**src/rtl/inst_fetch_pkg.sv**
```systemverilog
// Shared definitions for the byte-serial instruction fetch stage.
// Holds the bus widths and the fetch FSM state encoding.
package inst_fetch_pkg;

  localparam int MEM_ADDR_BUS = 32;
  localparam int INST_BUS     = 32;

  typedef enum logic {
    ST_FETCH = 1'b0,
    ST_HOLD  = 1'b1
  } fetch_state_e;

endpackage

```
**src/rtl/inst_fetch.sv**
```systemverilog
// Byte-serial instruction fetch: assembles four little-endian bytes from the
// memory controller into one instruction, then holds it until decode accepts it.
module inst_fetch
  import inst_fetch_pkg::*;
(
  input  logic                    clock,
  input  logic                    reset,
  input  logic [MEM_ADDR_BUS-1:0] pc_i,
  input  logic                    br,
  input  logic                    id_stall,
  output logic                    mem_req,
  output logic [MEM_ADDR_BUS-1:0] mem_addr,
  input  logic                    mem_ready,
  input  logic [7:0]              mem_data,
  output logic [MEM_ADDR_BUS-1:0] pc_next,
  output logic                    stall_req,
  output logic                    if_valid,
  output logic [INST_BUS-1:0]     if_inst,
  output logic [MEM_ADDR_BUS-1:0] if_pc
);

  fetch_state_e            state_q, state_d;
  logic [1:0]              cnt_q, cnt_d;
  logic                    if_valid_q, if_valid_d;
  logic [INST_BUS-1:0]     if_inst_q, if_inst_d;
  logic [MEM_ADDR_BUS-1:0] if_pc_q, if_pc_d;

  // Request stays up during reset too; the returned byte is simply dropped.
  always_comb begin
    mem_req   = (state_q == ST_FETCH);
    mem_addr  = pc_i + {{(MEM_ADDR_BUS-2){1'b0}}, cnt_q};
    pc_next   = pc_i + 32'd4;
    stall_req = !((state_q == ST_HOLD) && !id_stall);
  end

  always_comb begin
    state_d    = state_q;
    cnt_d      = cnt_q;
    if_valid_d = if_valid_q;
    if_inst_d  = if_inst_q;
    if_pc_d    = if_pc_q;
    // A branch wins over everything, including a byte landing this edge.
    if (br) begin
      state_d    = ST_FETCH;
      cnt_d      = 2'd0;
      if_valid_d = 1'b0;
    end else begin
      case (state_q)
        ST_FETCH: begin
          if (mem_ready) begin
            if_inst_d[{cnt_q, 3'b000} +: 8] = mem_data;
            if (cnt_q == 2'd3) begin
              state_d    = ST_HOLD;
              if_valid_d = 1'b1;
              if_pc_d    = pc_i;
              cnt_d      = 2'd0;
            end else begin
              cnt_d = cnt_q + 2'd1;
            end
          end
        end
        ST_HOLD: begin
          if (!id_stall) begin
            state_d    = ST_FETCH;
            cnt_d      = 2'd0;
            if_valid_d = 1'b0;
          end
        end
        default: begin
          state_d = ST_FETCH;
          cnt_d   = 2'd0;
        end
      endcase
    end
  end

  always_ff @(posedge clock) begin
    if (reset) begin
      state_q    <= ST_FETCH;
      cnt_q      <= 2'd0;
      if_valid_q <= 1'b0;
      if_inst_q  <= '0;
      if_pc_q    <= '0;
    end else begin
      state_q    <= state_d;
      cnt_q      <= cnt_d;
      if_valid_q <= if_valid_d;
      if_inst_q  <= if_inst_d;
      if_pc_q    <= if_pc_d;
    end
  end

  assign if_valid = if_valid_q;
  assign if_inst  = if_inst_q;
  assign if_pc    = if_pc_q;

endmodule

```
**config.mk**
```make
export PLATFORM = sky130hd
export DESIGN_NAME = inst_fetch
export DESIGN_NICKNAME = d
export VERILOG_FILES = /design/src/rtl/inst_fetch_pkg.sv /design/src/rtl/inst_fetch.sv
export SDC_FILE = /design/constraint.sdc
export NUM_CORES = 1
export LEC_CHECK = 0
export BUFFER_PORTS_ARGS = -buffer_cell sky130_fd_sc_hd__buf_2
export CAP_MARGIN = 0
export CORE_ASPECT_RATIO = 1.25
export CORE_UTILIZATION = 48
export CTS_CLUSTER_DIAMETER = 80
export DETAILED_ROUTE_END_ITERATION = 8
export GPL_ROUTABILITY_DRIVEN = 0
export PLACE_DENSITY_LB_ADDON = 0.15
export SLEW_MARGIN = 20
export SYNTH_ARGS = -nofsm -noshare
export SYNTH_HDL_FRONTEND = slang
export SYNTH_SLANG_ARGS = --single-unit
```
**constraint.sdc**
```tcl
create_clock -name clock -period 2.8 [get_ports clock]
set_input_delay 0.42 -clock clock [delete_from_list [all_inputs] [get_ports clock]]
set_output_delay 0.42 -clock clock [all_outputs]
set_load 0.01 [all_outputs]
```
==> reports/metrics.sh <==
STATUS='finished clean'
ROUTE.DETAILED.WL_PER_INST_UM=14.44
WORSTHOLDSTART='reset'
CRITPATHCAPTURETYPE='output pin'
CP_SLOWEST_CELL='sky130_fd_sc_hd__fa_2'
FMAX_GHz=0.3918
DRV.MAX_CAP_VIOLATION_COUNT=0
POST-DP-HPWL_UM=8392
POST_DRT_VIA_CELL_RATIO=5.323
WORST_PATH_DOMINANT_CELL_FAMILY='adder cells'
HOLD_PATH_DEPTH=2
POWER_DENSITY_nW_PER_UM2=404.1
POSTCTSHOLDBUFS=0
CP_NUM_BUF_INV=2
AREA.GROWTH.SYNTH_TO_FINAL_PCT=26.96
DRTPASS1ITERATIONS=4
WORST_SETUP_PATH_START_KIND='flip-flop'
NUM-NETS-FINAL=717
SYNTH_SEQ_CELLS=68
CRITPATHARRIVALTIME_PS=2130
WORST_PIN_SLEW_PS=530.4
CELLINTERNALPOWER_mW=1.450
SYNTHESIS.AREA_UM2=3870
SYNTH.YOSYS.WARNINGS=0
INITIAL_CORE_UTIL_PCT=49.66
ROW_COUNT=36
GRT_PASS1_VIAS=3631
CORE_AREA_UM2=7792
CTS_TREE='built'
INITIALDRTVIOLATIONCOUNT=99
HOLD_VIOL_FINAL=0
TIMING.SETUP.CRITICAL_PATH_CLASS='reg2out'
CLOCK_LATENCY_PS=340
ANTENNA_CELL_COUNT=0
GRT_USAGE_PCT=26.10
VIAS=4051
CELLLEAKAGEPOWER_nW=2.089
WIRE_LENGTH_OF_THE_FIRST_GLOBAL_ROUTING_PASS_UM=16800
FINAL.HOLD.WORST_SLACK_PS=270.9
PLACE.DETAILED.INSTANCES=746
YOSYS.CELL_TYPES.COUNT=40
CLOCK_TREE.BUFFER_DEPTH=2
PERIOD_MINUS_SLACK_PS=2552
SUM_OF_NEGATIVE_SETUP_SLACK_PS=0
POWER.SHARE.CLOCK_PCT=35.5
POSTCTSSETUPREPAIRBUFS=0
CRIT_CELLS=5
FINALNONFILLERCELLS=761
CTSRESIZECOUNT=0
GLOBALROUTE.TOTALOVERFLOW=0
CHIPWIDTH_UM=82.31
CLKSLEWWORSTSETUPHOLDPATHS_PS=70
HTREE_NUM_LEVELS=3
TRITONCTS.NUM_BUFFERS=9
CRITICAL_PATH.MAX_FANOUT=15
CTS_SINKS=68
TIMING.MAX_SLEW.REL_SLACK_PCT=64.53
POST_SYNTH_INST_COUNT=510
ROUTE.FINAL.WIRE_LENGTH_UM=10990
REMAINING_ROUTING_DRC_VIOLATIONS=0
VDD_IR_DROP_MAX_uV=381.4
MEAN_POST_SYNTH_CELL_AREA_UM2=7.588
SYNTH-SEQ-AREA-SHARE_PCT=35.18
DIE_HEIGHT_UM=102.4
CLOCK-SKEW-FINAL_PS=10.34
POSTROUTEANTENNANETS=0
FINAL.PERIOD_UTILIZATION_PCT=91.15
ANTENNA_FOUND_INITIAL=0
PATH_CELLS='inv_1 -> fa_2 -> nor4_2 -> xor2_1 -> buf_2'
SYN-NUM-NETS=565
TIMING.CRITICAL_PATH.FROM='cnt_q[1]'
POWER.TOTAL_mW=1.985
IOS=176
DIE_AREA_UM2=8428
REQUIRED_PS=2380
CP_SLOWEST_STAGE_DELAY_PS=530
POWER.SHARE.SWITCHING_PCT=26.95
PWR-SHARE-COMB_PCT=15.4
FINAL_LAYOUT_SIZE_SUFFIX_GT1_SHARE_PCT=31.98
FINALMAXSLEWVIOLATIONS=0
LARGEST_NET_DEGREE_AT_THE_START_OF_GLOBAL_ROUTING=38
FF2FF_PATH_DEPTH=6
POWER.NET_SWITCHING_mW=0.5350
WORSTREG2REGSTART='cnt_q[0]'
PORTBUFFERS=175
RSZ0062_AT_GRT='false'
REPORT.FINAL.SETUP_VIOL=0
SEQUENTIALPOWERSHARE_PCT=49.2
HOLD_PATH.CLASS='in2reg'
CTS_ROOT_BUF='sky130_fd_sc_hd__clkbuf_8'
[final timing paths]
kind                                     end  slack (ps)
worst max register to register   if_inst[13]        1010
worst min register to register   if_inst[21]         450
worst min-delay path             if_inst[24]         270
worst max-delay path            mem_addr[20]         250
[routing by layer]
metal	global-route usage, %	wire length [um]
met2	45.77	5690
met1	30.40	4272
met4	9.042	194
met5	0	0
met3	6.429	830
[synth_stat cells (all sizes together)]
cell type | instances | area, um2
and3 | 5 | 31.28
buf | 23 | 127.6
nand2b | 2 | 12.51
nand3 | 54 | 287.8
inv | 11 | 41.29
and2 | 6 | 37.54
nand2 | 120 | 450.4
a21boi | 1 | 7.510
nor2b | 1 | 6.260
and4bb | 1 | 12.51
nand4b | 3 | 26.28
nor3b | 4 | 46.29
ha | 9 | 112.6
nor3 | 13 | 70.07
xnor2 | 40 | 350.3
nand4 | 16 | 121.4
a21oi | 65 | 325.3
or3 | 1 | 6.260
clkbuf | 22 | 83.83
and4 | 1 | 8.760
a22oi | 2 | 15.01
nor2 | 13 | 51.30
dfxtp | 68 | 1361
a211oi | 2 | 15.01
xor2 | 18 | 157.7
fa | 1 | 20.02
nor4 | 8 | 83.83
[placed cells by master, fill, tap and decap left out, types with 2 or more instances in the layout]
master and instances:
sky130_fd_sc_hd__and2_1 5, sky130_fd_sc_hd__nand4b_1 3, sky130_fd_sc_hd__clkbuf_1 2, sky130_fd_sc_hd__and3_1 5, sky130_fd_sc_hd__nand3_1 52, sky130_fd_sc_hd__clkinv_2 2, sky130_fd_sc_hd__xor2_1 18, sky130_fd_sc_hd__ha_1 9
sky130_fd_sc_hd__nand2_1 120, sky130_fd_sc_hd__nor3_1 12, sky130_fd_sc_hd__nand4_1 14, sky130_fd_sc_hd__a211oi_1 2, sky130_fd_sc_hd__buf_2 175, sky130_fd_sc_hd__nor4_2 3, sky130_fd_sc_hd__nor3b_1 2, sky130_fd_sc_hd__nand2b_1 2
sky130_fd_sc_hd__a22oi_1 2, sky130_fd_sc_hd__dfxtp_1 68, sky130_fd_sc_hd__nor2_1 12, sky130_fd_sc_hd__xnor2_1 40, sky130_fd_sc_hd__inv_1 11, sky130_fd_sc_hd__nor4_1 4, sky130_fd_sc_hd__a21oi_1 65, sky130_fd_sc_hd__clkbuf_8 11
sky130_fd_sc_hd__buf_4 11
[metrics by stage]
stage | setup WS (ps) | utilization (%) | cell area, um2
floorplan | 559.2 | - | 3870
global placement | 276.5 | 60.77 | 4736
detailed placement | 246.3 | 60.77 | 4736
CTS | 54.53 | 62.94 | 4905
global route | 52.46 | 63.05 | 4913
finish | 247.9 | 63.05 | 4913
[sequential cells by signal, summed over array words and instances, names as in the netlist]
register,cells
if_inst,32
if_pc,32
cnt_q,2
if_valid,1
state_q,1
[kinds of logic (layout without fill, tap and decap cells)]
kind of cell               Yosys count  count (layout)  share of synthesized area [%]
and+or+nand+nor                    248             248                          32.36
AOI/OAI and AO/OA                   70              70                          9.376
DFF                                 68              68                          35.18
xor gates and xnor gates            58              58                          13.13
buffers and inverters               56             212                          6.531
adders and majority gates           10              10                          3.427
[area by class of cell]
class | count | area, um2
Clock inverter | 2 | 10.01
Sequential cell | 68 | 1361
Tap cell | 95 | 118.9
Multi-Input combinational cell | 386 | 2265
Inverter | 11 | 41.29
Timing Repair Buffer | 186 | 958.4
Clock buffer | 13 | 158.9
Fill cell | 736 | 2879
[power by group through the flow]
stage | Combinational (mW) | Sequential (mW) | Clock [mW]
6_report | 0.305 | 0.976 | 0.705
5_1_grt | 0.330 | 0.976 | 0.762
4_1_cts | 0.303 | 0.976 | 0.718
3_5_place_dp | 0.301 | 0.998 | 0
3_3_place_gp | 0.299 | 0.998 | 0
2_1_floorplan | 0.168 | 1.00 | 0
Power figures use the tool's default switching activity.
